===== config.mk =====
export PLATFORM = sky130hd
export DESIGN_NAME = keymatrix_flat
export DESIGN_NICKNAME = d
export VERILOG_FILES = /design/src/rtl/keymatrix_pkg.sv /design/src/rtl/keymatrix_if.sv /design/src/rtl/keymatrix_decode.sv /design/src/rtl/keymatrix.sv /design/src/flat_wrapper.sv
export SDC_FILE = /design/constraint.sdc
export NUM_CORES = 1
export LEC_CHECK = 0
export ABC_AREA = 1
export CORE_MARGIN = 3
export CORE_UTILIZATION = 54
export CTS_BUF_LIST = sky130_fd_sc_hd__clkbuf_16
export DETAILED_ROUTE_END_ITERATION = 8
export MAX_ROUTING_LAYER = met4
export PLACE_DENSITY = 0.75
export SLEW_MARGIN = 20
export SYNTH_ARGS = -nofsm -noshare
export SYNTH_HDL_FRONTEND = slang
export SYNTH_SLANG_ARGS = --single-unit

===== constraint.sdc =====
create_clock -name clock -period 2.25 [get_ports clock]
set_input_delay 0.45 -clock clock [delete_from_list [all_inputs] [get_ports clock]]
set_output_delay 0.45 -clock clock [all_outputs]
set_load 0.01 [all_outputs]

===== src/rtl/keymatrix_pkg.sv =====
// keymatrix_pkg
//   Shared definitions for the PS/2-to-ZX-Spectrum keyboard matrix:
//   prefix FSM states, set-2 prefix bytes, compound-key identifiers and
//   the scancode -> (row, col) matrix table.
package keymatrix_pkg;

   typedef enum logic [2:0] {
      ST_IDLE,
      ST_EXT,
      ST_BRK,
      ST_EXTBRK,
      ST_SKIP
   } state_t;

   localparam logic [7:0] SC_E0 = 8'hE0;
   localparam logic [7:0] SC_F0 = 8'hF0;
   localparam logic [7:0] SC_E1 = 8'hE1;
   localparam logic [7:0] SC_AA = 8'hAA;

   // Compound keys: each one asserts CS plus the key given by cmp_pos().
   localparam logic [2:0] CMP_NONE  = 3'd0;
   localparam logic [2:0] CMP_BKSP  = 3'd1;
   localparam logic [2:0] CMP_LEFT  = 3'd2;
   localparam logic [2:0] CMP_DOWN  = 3'd3;
   localparam logic [2:0] CMP_UP    = 3'd4;
   localparam logic [2:0] CMP_RIGHT = 3'd5;
   localparam int         NUM_CMP   = 5;

   typedef enum logic [1:0] {
      SEL_NONE,
      SEL_NMI,
      SEL_BOOT
   } sel_t;

   typedef struct packed {
      logic       valid;
      logic [2:0] row;
      logic [2:0] col;
   } pos_t;

   function automatic pos_t mk(input int r, input int c);
      mk = '{valid: 1'b1, row: 3'(r), col: 3'(c)};
   endfunction

   // Non-extended set-2 code -> matrix position.
   function automatic pos_t key_pos(input logic [7:0] code);
      case (code)
         8'h12, 8'h59: key_pos = mk(0, 0);  // CS (both shifts)
         8'h1A: key_pos = mk(0, 1);  8'h22: key_pos = mk(0, 2);
         8'h21: key_pos = mk(0, 3);  8'h2A: key_pos = mk(0, 4);
         8'h1C: key_pos = mk(1, 0);  8'h1B: key_pos = mk(1, 1);
         8'h23: key_pos = mk(1, 2);  8'h2B: key_pos = mk(1, 3);
         8'h34: key_pos = mk(1, 4);
         8'h15: key_pos = mk(2, 0);  8'h1D: key_pos = mk(2, 1);
         8'h24: key_pos = mk(2, 2);  8'h2D: key_pos = mk(2, 3);
         8'h2C: key_pos = mk(2, 4);
         8'h16: key_pos = mk(3, 0);  8'h1E: key_pos = mk(3, 1);
         8'h26: key_pos = mk(3, 2);  8'h25: key_pos = mk(3, 3);
         8'h2E: key_pos = mk(3, 4);
         8'h45: key_pos = mk(4, 0);  8'h46: key_pos = mk(4, 1);
         8'h3E: key_pos = mk(4, 2);  8'h3D: key_pos = mk(4, 3);
         8'h36: key_pos = mk(4, 4);
         8'h4D: key_pos = mk(5, 0);  8'h44: key_pos = mk(5, 1);
         8'h43: key_pos = mk(5, 2);  8'h3C: key_pos = mk(5, 3);
         8'h35: key_pos = mk(5, 4);
         8'h5A: key_pos = mk(6, 0);  8'h4B: key_pos = mk(6, 1);
         8'h42: key_pos = mk(6, 2);  8'h3B: key_pos = mk(6, 3);
         8'h33: key_pos = mk(6, 4);
         8'h29: key_pos = mk(7, 0);  8'h14: key_pos = mk(7, 1);
         8'h3A: key_pos = mk(7, 2);  8'h31: key_pos = mk(7, 3);
         8'h32: key_pos = mk(7, 4);
         default: key_pos = '0;
      endcase
   endfunction

   // Second key contributed by a compound flag (CS is implied).
   function automatic pos_t cmp_pos(input logic [2:0] id);
      case (id)
         CMP_BKSP:  cmp_pos = mk(4, 0);
         CMP_LEFT:  cmp_pos = mk(3, 4);
         CMP_DOWN:  cmp_pos = mk(4, 4);
         CMP_UP:    cmp_pos = mk(4, 3);
         CMP_RIGHT: cmp_pos = mk(4, 2);
         default:   cmp_pos = '0;
      endcase
   endfunction

endpackage


===== src/rtl/keymatrix_if.sv =====
// keymatrix_if
//   Bundles the receiver byte stream (strb/code), the CPU row select and
//   the matrix answer (col, nmi, boot).
//   master: drives strb, code, row; samples col, nmi, boot.
//   slave : the keymatrix block.
interface keymatrix_if;
   logic       strb;
   logic [7:0] code;
   logic [7:0] row;
   logic [4:0] col;
   logic       nmi;
   logic       boot;

   modport master (output strb, code, row, input col, nmi, boot);
   modport slave  (input strb, code, row, output col, nmi, boot);
endinterface


===== src/rtl/keymatrix_decode.sv =====
// keymatrix_decode
//   Combinational lookup of an (extended, code) pair.
//   i_ext   : byte was preceded by E0
//   i_code  : set-2 byte
//   o_valid : code maps to a direct matrix position o_row/o_col
//   o_cmp   : compound-key id (CMP_NONE if none)
//   o_sel   : nmi/boot select
module keymatrix_decode
   import keymatrix_pkg::*;
(
   input  logic       i_ext,
   input  logic [7:0] i_code,
   output logic       o_valid,
   output logic [2:0] o_row,
   output logic [2:0] o_col,
   output logic [2:0] o_cmp,
   output sel_t       o_sel
);

   pos_t w_pos;

   always_comb begin
      w_pos = '0;
      o_cmp = CMP_NONE;
      o_sel = SEL_NONE;
      if (!i_ext) begin
         w_pos = key_pos(i_code);
         case (i_code)
            8'h66:   o_cmp = CMP_BKSP;
            8'h03:   o_sel = SEL_NMI;
            8'h07:   o_sel = SEL_BOOT;
            default: ;
         endcase
      end else begin
         // Only SS and Enter have extended twins; E0 12 is a fake shift.
         case (i_code)
            8'h14, 8'h5A: w_pos = key_pos(i_code);
            8'h6B:   o_cmp = CMP_LEFT;
            8'h72:   o_cmp = CMP_DOWN;
            8'h75:   o_cmp = CMP_UP;
            8'h74:   o_cmp = CMP_RIGHT;
            default: ;
         endcase
      end
   end

   assign o_valid = w_pos.valid;
   assign o_row   = w_pos.row;
   assign o_col   = w_pos.col;

endmodule


===== src/rtl/keymatrix.sv =====
// keymatrix
//   Turns the PS/2 set-2 byte stream into a live ZX Spectrum 8x5 matrix.
//   clock : system clock
//   reset : synchronous, active-high
//   bus   : keymatrix_if.slave (strb, code, row in; col, nmi, boot out)
//   SKIP_E1 : bytes swallowed after an E1 (Pause) prefix.
module keymatrix
   import keymatrix_pkg::*;
#(
   parameter int SKIP_E1 = 7
) (
   input logic         clock,
   input logic         reset,
   keymatrix_if.slave  bus
);

   localparam int CNT_W = (SKIP_E1 < 2) ? 1 : $clog2(SKIP_E1 + 1);

   state_t            r_state, w_next;
   logic [CNT_W-1:0]  r_cnt;
   logic [7:0][4:0]   r_key;
   logic [NUM_CMP-1:0] r_cmp;
   logic              r_nmi, r_boot;
   logic [4:0]        r_col_p1;

   logic              w_ext, w_apply, w_make, w_clear;
   logic              w_dvalid;
   logic [2:0]        w_drow, w_dcol, w_dcmp;
   sel_t              w_dsel;
   logic [7:0][4:0]   w_eff;
   pos_t              w_cp;
   logic [4:0]        w_any;

   keymatrix_decode u_decode (
      .i_ext   (w_ext),
      .i_code  (bus.code),
      .o_valid (w_dvalid),
      .o_row   (w_drow),
      .o_col   (w_dcol),
      .o_cmp   (w_dcmp),
      .o_sel   (w_dsel)
   );

   always_ff @(posedge clock) begin
      if (reset) r_state <= ST_IDLE;
      else       r_state <= w_next;
   end

   always_comb begin
      w_next  = r_state;
      w_ext   = (r_state == ST_EXT) || (r_state == ST_EXTBRK);
      w_apply = 1'b0;
      w_make  = 1'b0;
      w_clear = 1'b0;
      case (r_state)
         ST_IDLE: if (bus.strb) begin
            if      (bus.code == SC_E0) w_next = ST_EXT;
            else if (bus.code == SC_F0) w_next = ST_BRK;
            else if (bus.code == SC_E1) w_next = ST_SKIP;
            else if (bus.code == SC_AA) w_clear = 1'b1;
            else begin
               w_apply = 1'b1;
               w_make  = 1'b1;
            end
         end
         ST_EXT: if (bus.strb) begin
            if (bus.code == SC_F0) w_next = ST_EXTBRK;
            else begin
               w_apply = 1'b1;
               w_make  = 1'b1;
               w_next  = ST_IDLE;
            end
         end
         ST_BRK, ST_EXTBRK: if (bus.strb) begin
            w_apply = 1'b1;
            w_next  = ST_IDLE;
         end
         // Leave on the byte that brings the counter to zero.
         ST_SKIP: if (bus.strb && (r_cnt <= CNT_W'(1))) w_next = ST_IDLE;
         default: w_next = ST_IDLE;
      endcase
   end

   always_ff @(posedge clock) begin
      if (reset)
         r_cnt <= '0;
      else if ((r_state == ST_IDLE) && bus.strb && (bus.code == SC_E1))
         r_cnt <= CNT_W'(SKIP_E1);
      else if ((r_state == ST_SKIP) && bus.strb && (r_cnt != '0))
         r_cnt <= r_cnt - CNT_W'(1);
   end

   // Non-key bytes fall through the decoder as unmapped, so they only
   // steer the FSM back to IDLE.
   always_ff @(posedge clock) begin
      if (reset || w_clear) begin
         r_key  <= '0;
         r_cmp  <= '0;
         r_nmi  <= 1'b0;
         r_boot <= 1'b0;
      end else if (w_apply) begin
         if (w_dvalid)            r_key[w_drow][w_dcol]   <= w_make;
         if (w_dcmp != CMP_NONE)  r_cmp[w_dcmp - 3'd1]    <= w_make;
         if (w_dsel == SEL_NMI)   r_nmi                   <= w_make;
         if (w_dsel == SEL_BOOT)  r_boot                  <= w_make;
      end
   end

   // Compound flags are ORed on top of the direct bits, so releasing a
   // compound key never clears a physically held CS.
   always_comb begin
      w_eff = r_key;
      w_cp  = '0;
      for (int i = 0; i < NUM_CMP; i++) begin
         w_cp = cmp_pos(3'(i + 1));
         if (r_cmp[i]) begin
            w_eff[0][0]                = 1'b1;
            w_eff[w_cp.row][w_cp.col]  = 1'b1;
         end
      end
   end

   always_comb begin
      w_any = '0;
      for (int r = 0; r < 8; r++)
         if (!bus.row[r]) w_any = w_any | w_eff[r];
   end

   // Stage p1: registered active-low column answer
   always_ff @(posedge clock) begin
      if (reset) r_col_p1 <= 5'h1F;
      else       r_col_p1 <= ~w_any;
   end

   assign bus.col  = r_col_p1;
   assign bus.nmi  = r_nmi;
   assign bus.boot = r_boot;

endmodule


===== src/flat_wrapper.sv =====
// flat-port wrapper written by rule: the top's interface ports become plain ports
module keymatrix_flat import keymatrix_pkg::*;
#(
   parameter int SKIP_E1 = 7
)
  (clock, reset, bus_strb, bus_code, bus_row, bus_col, bus_nmi, bus_boot);
  keymatrix_if bus_i ();
  input logic clock;
  input logic reset;
  input wire logic [$bits(bus_i.strb)-1:0] bus_strb;
  input wire logic [$bits(bus_i.code)-1:0] bus_code;
  input wire logic [$bits(bus_i.row)-1:0] bus_row;
  output wire logic [$bits(bus_i.col)-1:0] bus_col;
  output wire logic [$bits(bus_i.nmi)-1:0] bus_nmi;
  output wire logic [$bits(bus_i.boot)-1:0] bus_boot;
  assign bus_i.strb = bus_strb;
  assign bus_i.code = bus_code;
  assign bus_i.row = bus_row;
  assign bus_col = bus_i.col;
  assign bus_nmi = bus_i.nmi;
  assign bus_boot = bus_i.boot;
  keymatrix #(.SKIP_E1(SKIP_E1)) u_core (.clock(clock), .reset(reset), .bus(bus_i));
endmodule

# Word-level counts from Yosys, hierarchy flattened
# Memory sizes are Yosys's and may differ from the RTL's.
# Index checks and enable logic that the tools add are counted.
dict set report totals {
  mem_bits_ro 1792
  inputBits 19
  output_inout_bits 7
  wordCells 135
  register_bits 58
  n_memories 2
}
# memory words word_bits rd rd_ports_with_merged_regs wr line
set mem_list {}
lappend mem_list {{(no name shown)} 128 7 1 0 0 keymatrix_pkg.sv:47} ;# case (code)
lappend mem_list {{(no name shown)} 128 7 1 0 0 keymatrix_pkg.sv:47}
dict set report op_classes {
  muxes 57
  reduce_logical 21
  order_cmp 7
  eq_ne 24
  n_bitwise 8
  addsub 2
}
# cell count
set op_table {}
lappend op_table {{$eq A8 B7 Y1 const B} 6}
lappend op_table {{$mux W5} 9}
lappend op_table {{$bwmux W40} 1}
lappend op_table {{$or A5 B5 Y5} 7}
lappend op_table {{$eq A8 B8 Y1 const B} 4}
lappend op_table {{$mux W3} 10}
lappend op_table {{$mux W7} 4}
lappend op_table {{$mux W25} 1}
lappend op_table {{$mux W24} 1}
lappend op_table {{$pmux W3 S4} 2}
lappend op_table {{$mux W23} 1}
lappend op_table {{$mux W21} 1}
lappend op_table {{$mux W20} 1}
lappend op_table {{$mux W1} 17}
lappend op_table {{$demux W5 S3} 1}
lappend op_table {{$lt A3 B4 Y1 const B} 3}
lappend op_table {{$ge A3 B1 Y1 const B} 3}
lappend op_table {{$eq A8 B2 Y1 const B} 1}
lappend op_table {{$eq A8 B3 Y1 const B} 1}
lappend op_table {{$eq A8 B5 Y1 const B} 1}
lappend op_table {{$logic_and A1 B1 Y1} 8}
lappend op_table {{$reduce_and A2 Y1} 4}
lappend op_table {{$demux W1 S3} 2}
lappend op_table {{$eq A3 B2 Y1 const B} 2}
lappend op_table {{other kinds (21)} 28}

# Logic depth before layout (Yosys ltp)
# Gate-level depths: netlist of the first run.
dict set report logic_depth {
  depth_word 21
  ltp_mapped 18
}

# Cells and area by module
# A second synthesis of the first run with hierarchy kept.
dict set report hier_totals {
  cells_unflattened 707
  hier_area_um2 4174.0
}
# mod instances cells_each area_each_um2 seq_area_each_um2
set modules_own_cells {}
lappend modules_own_cells {keymatrix 1 548 3438.3 1161.1}
lappend modules_own_cells {keymatrix_decode 1 159 735.7 0.0}

# Worst setup path before layout of the first run
# OpenSTA, ideal clock, no wires.
dict set report synth_path {
  path_type {in2reg}
  start {in bus_code[0]}
  end {reg u_core.r_cmp[2]}
  arrival_time_ps 2075
  required_ps 2130
  setup_slack_ps 55
  stages 14
  path_cell_list {inv_1 -> ha_1 -> inv_1 -> nor3_1 -> nand3_1 -> nand2_1 -> inv_1 -> ha_1 -> ha_1 -> inv_1 -> nor2_1 -> nand2_1 -> o21ai_0 -> a21oi_1}
}
dict set report synth_between {
  elab_chain_cells 9
  elab_cells_between_ends 37
  classes_between {add/sub: 1; order compare: 2; eq/ne: 9; mux: 21; reduce/logical: 4}
}
# element line
set synth_rtl {}
lappend synth_rtl {{start: declaration} flat_wrapper.sv:11} ;# input wire logic [$bits(bus_i.code)-1:0] bus_code;
lappend synth_rtl {{$eq A8 B7 Y1 (on tied branches)} {keymatrix_decode.sv:36, keymatrix_decode.sv:28}}
lappend synth_rtl {{$pmux W3 S4 or $mux W1 (tied branches)} {keymatrix_decode.sv:36, keymatrix_decode.sv:28}}
lappend synth_rtl {{$mux W3} keymatrix_decode.sv:26} ;# if (!i_ext) begin
lappend synth_rtl {{$sub A3 B1 Y3} keymatrix.sv:103} ;# if (w_dcmp != CMP_NONE) r_cmp[w_dcmp - 3'd1] <= w_make;
lappend synth_rtl {{$lt A3 B4 Y1 (implied by the code) or $ge A3 B1 Y1 (tied branches)} keymatrix.sv:103}
lappend synth_rtl {{$logic_and A1 B1 Y1 (implied by the code)} keymatrix.sv:103}
lappend synth_rtl {{$mux W1 (implied by the code)} keymatrix.sv:103}
lappend synth_rtl {{$demux W1 S3} n/a}
lappend synth_rtl {{$bwmux W5} keymatrix.sv:103}
lappend synth_rtl {{end signal: indexed assignment} keymatrix.sv:103}
lappend synth_rtl {{end: declaration} keymatrix.sv:22} ;# logic [NUM_CMP-1:0] r_cmp;
# Several ways; a longest one is shown, not always the timed one.
# A chain may end at the register's enable or synchronous reset.

# Worst setup path after layout of the first run
dict set report layout_path {
  start {in bus_code[2]}
  end {reg u_core.r_cmp[4]}
}
# The elaborated chain is that of the path after synthesis.

==> results of run 1 <==
[layout make-up]
class                      instances  area, um^2
clock buffer                       9       225.2
clock inverter                     7       85.08
fill                             502        1479
inverter                          70       267.8
multi-input combinational        476        2499
sequential                        58        1161
tap                               96       120.1
timing repair buffer             115        1032
[flip-flops by register name, summed over array words and instances, names as in the netlist]
register / flops
u_core.r_key: 40
u_core.bus.col: 5
u_core.r_cmp: 5
u_core.r_cnt: 3
u_core.r_state: 3
u_core.bus.boot: 1
u_core.bus.nmi: 1
[placed cells by master, fill, tap and decap left out, types with 13 or more instances in the layout]
cell and count:
nand2_1 144, nor2_1 84, buf_4 75, nand3_1 72, dfxtp_1 58, inv_1 57
a21oi_1 53, clkdlybuf4s50_1 17, nand2_2 16, o21ai_0 16, nor2_4 13
[per-layer routing]
layer / vias to the layer above / global-route usage [%] / part of all wire, %
li1: 2260 / - / -
met1: 2110 / 40.86 / 43
met2: 229 / 44.90 / 46
met3: 19 / 7.750 / 9.9
met4: 0 / 9.925 / 1.1
met5: - / - / 0
[tightest hold or removal path: cells and delay by family (launching register included)]
family / cells / cell delay, ns
flip-flops: 1 / 0.33
AO/OA/AOI/OAI: 1 / 0.05
buffers and inverters: 1 / 0.06
[report_power, final]
group          internal [mW]  switching, mW
sequential              1.03        0.00240
combinational          0.198          0.297
clock                  0.956          0.480
total                   2.19          0.779
[through the flow]
step / hold WS, ns / instances
floorplan: 0.4370 / 621
global placement: 0.4610 / 808
detailed placement: 0.4655 / 808
CTS: 0.4800 / 827
global route: 0.4936 / 831
finish: 0.4803 / 831
[cells by family after synthesis]
| group | synth area share, % |
|---|---|
| fa+ha+maj | 3.546 |
| compound gates | 14.89 |
| simple gates | 41.26 |
| buf+inv | 10.38 |
| flops | 29.92 |
[final timing paths]
kind	from	to	slack (ns)	cells after the start
worst min register to register	u_core.r_cmp[0]$_SDFFE_PP0P_	u_core.r_cmp[0]$_SDFFE_PP0P_	0.48	2
worst min-delay path	u_core.r_cmp[0]$_SDFFE_PP0P_	u_core.r_cmp[0]$_SDFFE_PP0P_	0.48	2
worst max register to register	u_core.r_state[0]$_SDFFE_PP0P_	u_core.r_cmp[4]$_SDFFE_PP0P_	0.18	14
worst max-delay path	bus_code[2]	u_core.r_cmp[4]$_SDFFE_PP0P_	0.11	15
[what timing repair did]
item                       CTS  global route
resized for setup           30            51
buffers inserted             2             3
gates cloned                 1             1
pin swaps                    2            12
setup endpoints to repair   48            46
==> results.py, run 1 <==
metrics = {
    "routing": {
        "drtPass1Iterations": 7,
        "viasPerCell": 5.557,
        "drc": 0,
        "via_count": 4618,
        "routed_wl_um": 12540,
        "drt-initial-drc-count": 348,
        "postRouteAntennaNets": 0,
        "wire_per_inst_um": 15.09,
    },
    "sta": {
        "period_minus_slack_ns": 2.145,
        "tns_ns": 0,
        "hold_viol": 0,
        "fin_crit_sh_pct": 95.33,
        "fmax_mhz": 466.2,
        "worst_slew_margin_rel_pct": 69.72,
        "final_max_slew_viol_count": 0,
        "skew_ns": 0.005867,
        "fin_ws_ns": 0.1051,
        "worst-slew-pin-transition_ns": 0.4494,
        "finalSetupViolCount": 0,
    },
    "worst_setup_path": {
        "critPathArrivalTime_ns": 2.40,
        "required_ns": 2.50,
        "crit_type": "in2reg",
        "end_kind": "register",
        "cp_slowest_stage_delay_ns": 0.26,
        "path_buf_inv": 4,
        "cpMostUsedCell": "nand2_1",
        "cp_cell_sequence": "dlygate4sd2_1 > buf_6 > nor2_2 > nand2_1 > o21ai_0 > nand2_1 > nand2_1 > inv_1 > ha_2 > ha_4 > inv_2 > nand3_1 > nor2_1 > nand2_1 > a21oi_1",
        "path_max_fanout": 6,
        "path_delay_family": "simple AND/OR/NAND/NOR gates",
        "slowest_stage": "dlygate4sd2_1",
        "cp-start-kind": "input pin",
    },
    "placed_design": {
        "place_ws_ns": -0.6373,
        "hpwl_um": 8643,
        "placed_cell_area_um2": 4810,
        "io_buffers": 25,
        "place_congestion": 0.9760,
    },
    "floorplan": {
        "row_count": 30,
        "core_um2": 6869,
        "ios": 26,
        "start_util_pct": 56.50,
        "die_width_um": 90.78,
        "die_h_um": 90.78,
        "dieArea_um2": 8241,
    },
    "logic_synthesis": {
        "synth_area_leaders": "dfxtp_1 (30%), nand2_1 (15%), nand3_1 (9.8%), nor2_1 (9.0%), a21oi_1 (7.0%)",
        "yosys.area.top_type": "dfxtp_1",
        "ys_types": 35,
        "synth_cells": 621,
        "syn-num-nets": 651,
        "yosysSeqAreaShare_pct": 29.92,
        "synth.cell_area_um2": 3881,
        "synth-seq-cells": 58,
        "synth_edf_count": 0,
        "synth_common_cells": "nand2_1 (156), nor2_1 (93), nand3_1 (76), inv_1 (64), dfxtp_1 (58)",
        "synth-async-reset-ratio_pct": 0,
        "yosysWarnings": 0,
        "yosys.area.top_type_share_pct": 29.92,
        "ys.flop_type": "dfxtp_1",
        "syn_area_per_cell_um2": 6.250,
        "yosysMostFrequentCell": "nand2_1",
    },
    "power_and_ir_drop": {
        "cellLeakagePower_nw": 2.381,
        "p_per_area_nw_per_um2": 550.2,
        "vdd_drop_max_mv": 0.6347,
        "finalPower_mw": 2.966,
    },
    "final_layout": {
        "area_delta_synth_final_pct": 38.88,
        "antenna_cells": 0,
        "final_nets": 760,
        "drive_above_1_share_pct": 24.22,
        "final_util_pct": 78.47,
        "stdcell_area_um2": 5390,
    },
    "cts": {
        "cts.path.max_buffers": 2,
        "clock-sinks": 58,
        "path_clk_slew_ns": 0.05,
        "root_buffer": "clkbuf_16",
        "cts_inserted_buffers": 9,
        "ctsHoldBuffers": 0,
        "ctsHtreeMaxLevel": 3,
        "cts_tree": "built",
        "worstSkewPairLatency_ns": 0.32,
    },
    "global_route": {
        "grt_max_degree": 39,
        "antenna_found_initial": 0,
        "overflow": 0,
        "grt_pass1_wl_um": 19930,
        "grt_use_total_pct": 30.44,
        "grt_pass1_vias": 4319,
    },
    "status": {
        "status": "finished, final reports clean",
    },
    "hold_path": {
        "min_path_type": "reg2reg",
    },
    "run": {
        "drv_cap": 0,
    },
}
No activity file was read; power rests on OpenSTA's default activity.
==> run 2, diff against run 1 <==
--- a/config.mk
+++ b/config.mk
@@ -6,12 +6,13 @@
 export NUM_CORES = 1
 export LEC_CHECK = 0
 export ABC_AREA = 1
+export ABC_CLOCK_PERIOD_IN_PS = 2250
 export CORE_MARGIN = 3
-export CORE_UTILIZATION = 54
+export CORE_UTILIZATION = 35
 export CTS_BUF_LIST = sky130_fd_sc_hd__clkbuf_16
 export DETAILED_ROUTE_END_ITERATION = 8
 export MAX_ROUTING_LAYER = met4
-export PLACE_DENSITY = 0.75
+export PLACE_DENSITY = 0.52
 export SLEW_MARGIN = 20
 export SYNTH_ARGS = -nofsm -noshare
 export SYNTH_HDL_FRONTEND = slang
==> results.py, run 2 (synthesis gave the netlist of run 1 again) <==
metrics = {
    "status": {
        "status": "finished, final reports clean",
    },
    "final_layout": {
        "largest_reg_flops": 40,
        "stdcell_area_um2": 5614,
        "antenna_cells": 0,
        "multi_input_area_um2": 2550,
        "fillers": 1075,
        "area_delta_synth_final_pct": 44.65,
        "most-common-layout-cells": "nand2_1 (134), buf_4 (86), nor2_1 (85)",
        "final_common_cell": "nand2_1",
        "drive_above_1_share_pct": 27.81,
        "regArea_um2": 1162,
        "final_nets": 773,
        "regMostFlops": "u_core.r_key",
    },
    "worst_setup_path": {
        "path_buf_inv": 5,
        "rr_worst_depth": 14,
        "timing.critical_path.to": "u_core.r_key[10]$_SDFFE_PP0P_",
        "path_max_fanout": 8,
        "critPathArrivalTime_ns": 2.35,
        "path_depth": 17,
        "r2r-start": "u_core.r_state[2]$_SDFFE_PP0P_",
        "cp-start-kind": "input pin",
        "startpoint": "bus_code[0]",
        "r2r-end": "u_core.r_cmp[3]$_SDFFE_PP0P_",
        "crit_type": "in2reg",
        "path_delay_family": "simple AND/OR/NAND/NOR gates",
        "cp_slowest_stage_delay_ns": 0.23,
        "slowest_stage": "nor2_4",
        "reg2reg_setup_slack_ns": 0.18,
        "cpMostUsedCell": "nand2_1",
        "end_kind": "register",
        "required_ns": 2.47,
        "cp_cell_sequence": "buf_2 > buf_6 > ha_1 > inv_1 > nand2_4 > buf_6 > nand3_1 > nand2_1 > nand2_1 > nand4_1 > nand2_2 > nand3_4 > nor2_4 > buf_12 > nand3_1 > nand2_1 > nor2_1",
    },
    "sta": {
        "hold_viol": 0,
        "fin_crit_sh_pct": 94.66,
        "final_max_slew_viol_count": 0,
        "finalSetupViolCount": 0,
        "worst_slew_margin_rel_pct": 60.27,
        "fin_ws_ns": 0.1201,
        "fmax_mhz": 469.5,
        "worst-slew-pin-transition_ns": 0.5960,
        "hold_ws_ns": 0.4697,
        "period_minus_slack_ns": 2.130,
        "skew_ns": 0.008248,
    },
    "cts": {
        "cts_inserted_buffers": 9,
        "ctsHoldBuffers": 0,
        "ctsHtreeMaxLevel": 3,
        "worstSkewPairLatency_ns": 0.33,
        "cts.path.max_buffers": 2,
        "path_clk_slew_ns": 0.05,
        "root_buffer": "clkbuf_16",
        "clock-sinks": 58,
        "cts_tree": "built",
    },
    "power_and_ir_drop": {
        "vdd_drop_max_mv": 0.4257,
        "cellLeakagePower_nw": 2.486,
        "p_per_area_nw_per_um2": 523.8,
    },
    "global_route": {
        "grt_max_degree": 45,
        "grt_use_total_pct": 20.96,
        "grt_pass1_wl_um": 20780,
        "overflow": 0,
        "grt_pass1_vias": 4267,
        "antenna_found_initial": 0,
    },
    "routing": {
        "drc": 0,
        "drt-initial-drc-count": 305,
        "postRouteAntennaNets": 0,
        "wire_per_inst_um": 14.84,
        "viasPerCell": 5.112,
        "via_count": 4519,
        "drtPass1Iterations": 5,
        "routed_wl_um": 13120,
    },
    "run": {
        "drv_cap": 0,
    },
    "floorplan": {
        "row_count": 37,
        "ios": 26,
        "dieArea_um2": 12390,
        "die_width_um": 111.3,
        "core_um2": 10560,
        "start_util_pct": 36.77,
        "die_h_um": 111.3,
    },
    "placed_design": {
        "placed_cell_area_um2": 5017,
        "place_ws_ns": -0.5644,
        "hpwl_um": 9599,
        "io_buffers": 25,
        "place_congestion": 0.8764,
    },
    "hold_path": {
        "min_path_type": "reg2reg",
    },
}
[run 2: changes by cell type in the layout (fill, tap and decap cells not counted), sizes merged]
cell / change
buf: +15
dlygate4sd2: -4
bufinv: -1
clkdlybuf4s15: +1
clkinvlp: +1
dlymetal6s2s: +1
[run 2: area by class of cell]
cell class                      instances  share of cell area (%)
Tap cell                              136                   3.031
Sequential cell                        58                   20.70
Clock inverter                          7                   1.226
Multi-Input combinational cell        476                   45.42
Clock buffer                            9                   4.012
Timing Repair Buffer                  128                   20.79
Inverter                               70                   4.814
[run 2: power breakdown]
group / internal (mW) / switching (mW) / leakage (nW)
Combinational: 0.228 / 0.316 / 1.88
Clock: 0.854 / 0.508 / 0.142
Sequential: 1.03 / 0.00265 / 0.468
Total: 2.11 / 0.828 / 2.49
[run 2: per-layer routing]
metal	GRT usage, %	up-vias	part of all wire, %
met4	4.461	0	1.1
met2	32.37	116	46
li1	-	2289	-
met1	28.94	2102	48
met5	-	-	0
met3	3.493	12	4.9
[run 2: per-stage QoR]
step                      instances  TNS [ns]  utilization (%)  total power, mW
after global placement          864    -24.45            47.53            1.541
after detailed placement        864    -26.02            47.53            1.539
after CTS                       882         0            50.84            2.908
after global routing            884  -0.01593            53.19            3.057
final                           884         0            53.19            2.941
after floorplan                 621         0                -            1.297
[run 2: worst min path at each step]
stage	from	end	slack (ns)	depth (start not counted)
2_1_floorplan	u_core.r_cmp[0]$_SDFFE_PP0P_	u_core.r_cmp[0]$_SDFFE_PP0P_	0.44	2
3_3_place_gp	u_core.r_key[13]$_SDFFE_PP0P_	u_core.r_key[13]$_SDFFE_PP0P_	0.46	2
3_5_place_dp	u_core.r_cmp[0]$_SDFFE_PP0P_	u_core.r_cmp[0]$_SDFFE_PP0P_	0.47	2
4_1_cts	u_core.r_cmp[0]$_SDFFE_PP0P_	u_core.r_cmp[0]$_SDFFE_PP0P_	0.48	2
5_1_grt	u_core.r_key[34]$_SDFFE_PP0P_	u_core.r_key[34]$_SDFFE_PP0P_	0.51	2
6_report	u_core.r_cmp[0]$_SDFFE_PP0P_	u_core.r_cmp[0]$_SDFFE_PP0P_	0.47	2
[run 2: worst min-delay path, cell delays in order (launching register included)]
cell and delay (ns):
dfxtp_1 0.32, inv_1 0.05, a21oi_1 0.05
[run 2: repair_timing]
item / CTS / global route
setup buffers: 2 / 1
gates cloned: 0 / 1
endpoints found under the hold margin: 0 / 0
pin swaps: 6 / 20
resized for setup: 25 / 76
setup endpoints to repair: 46 / 48
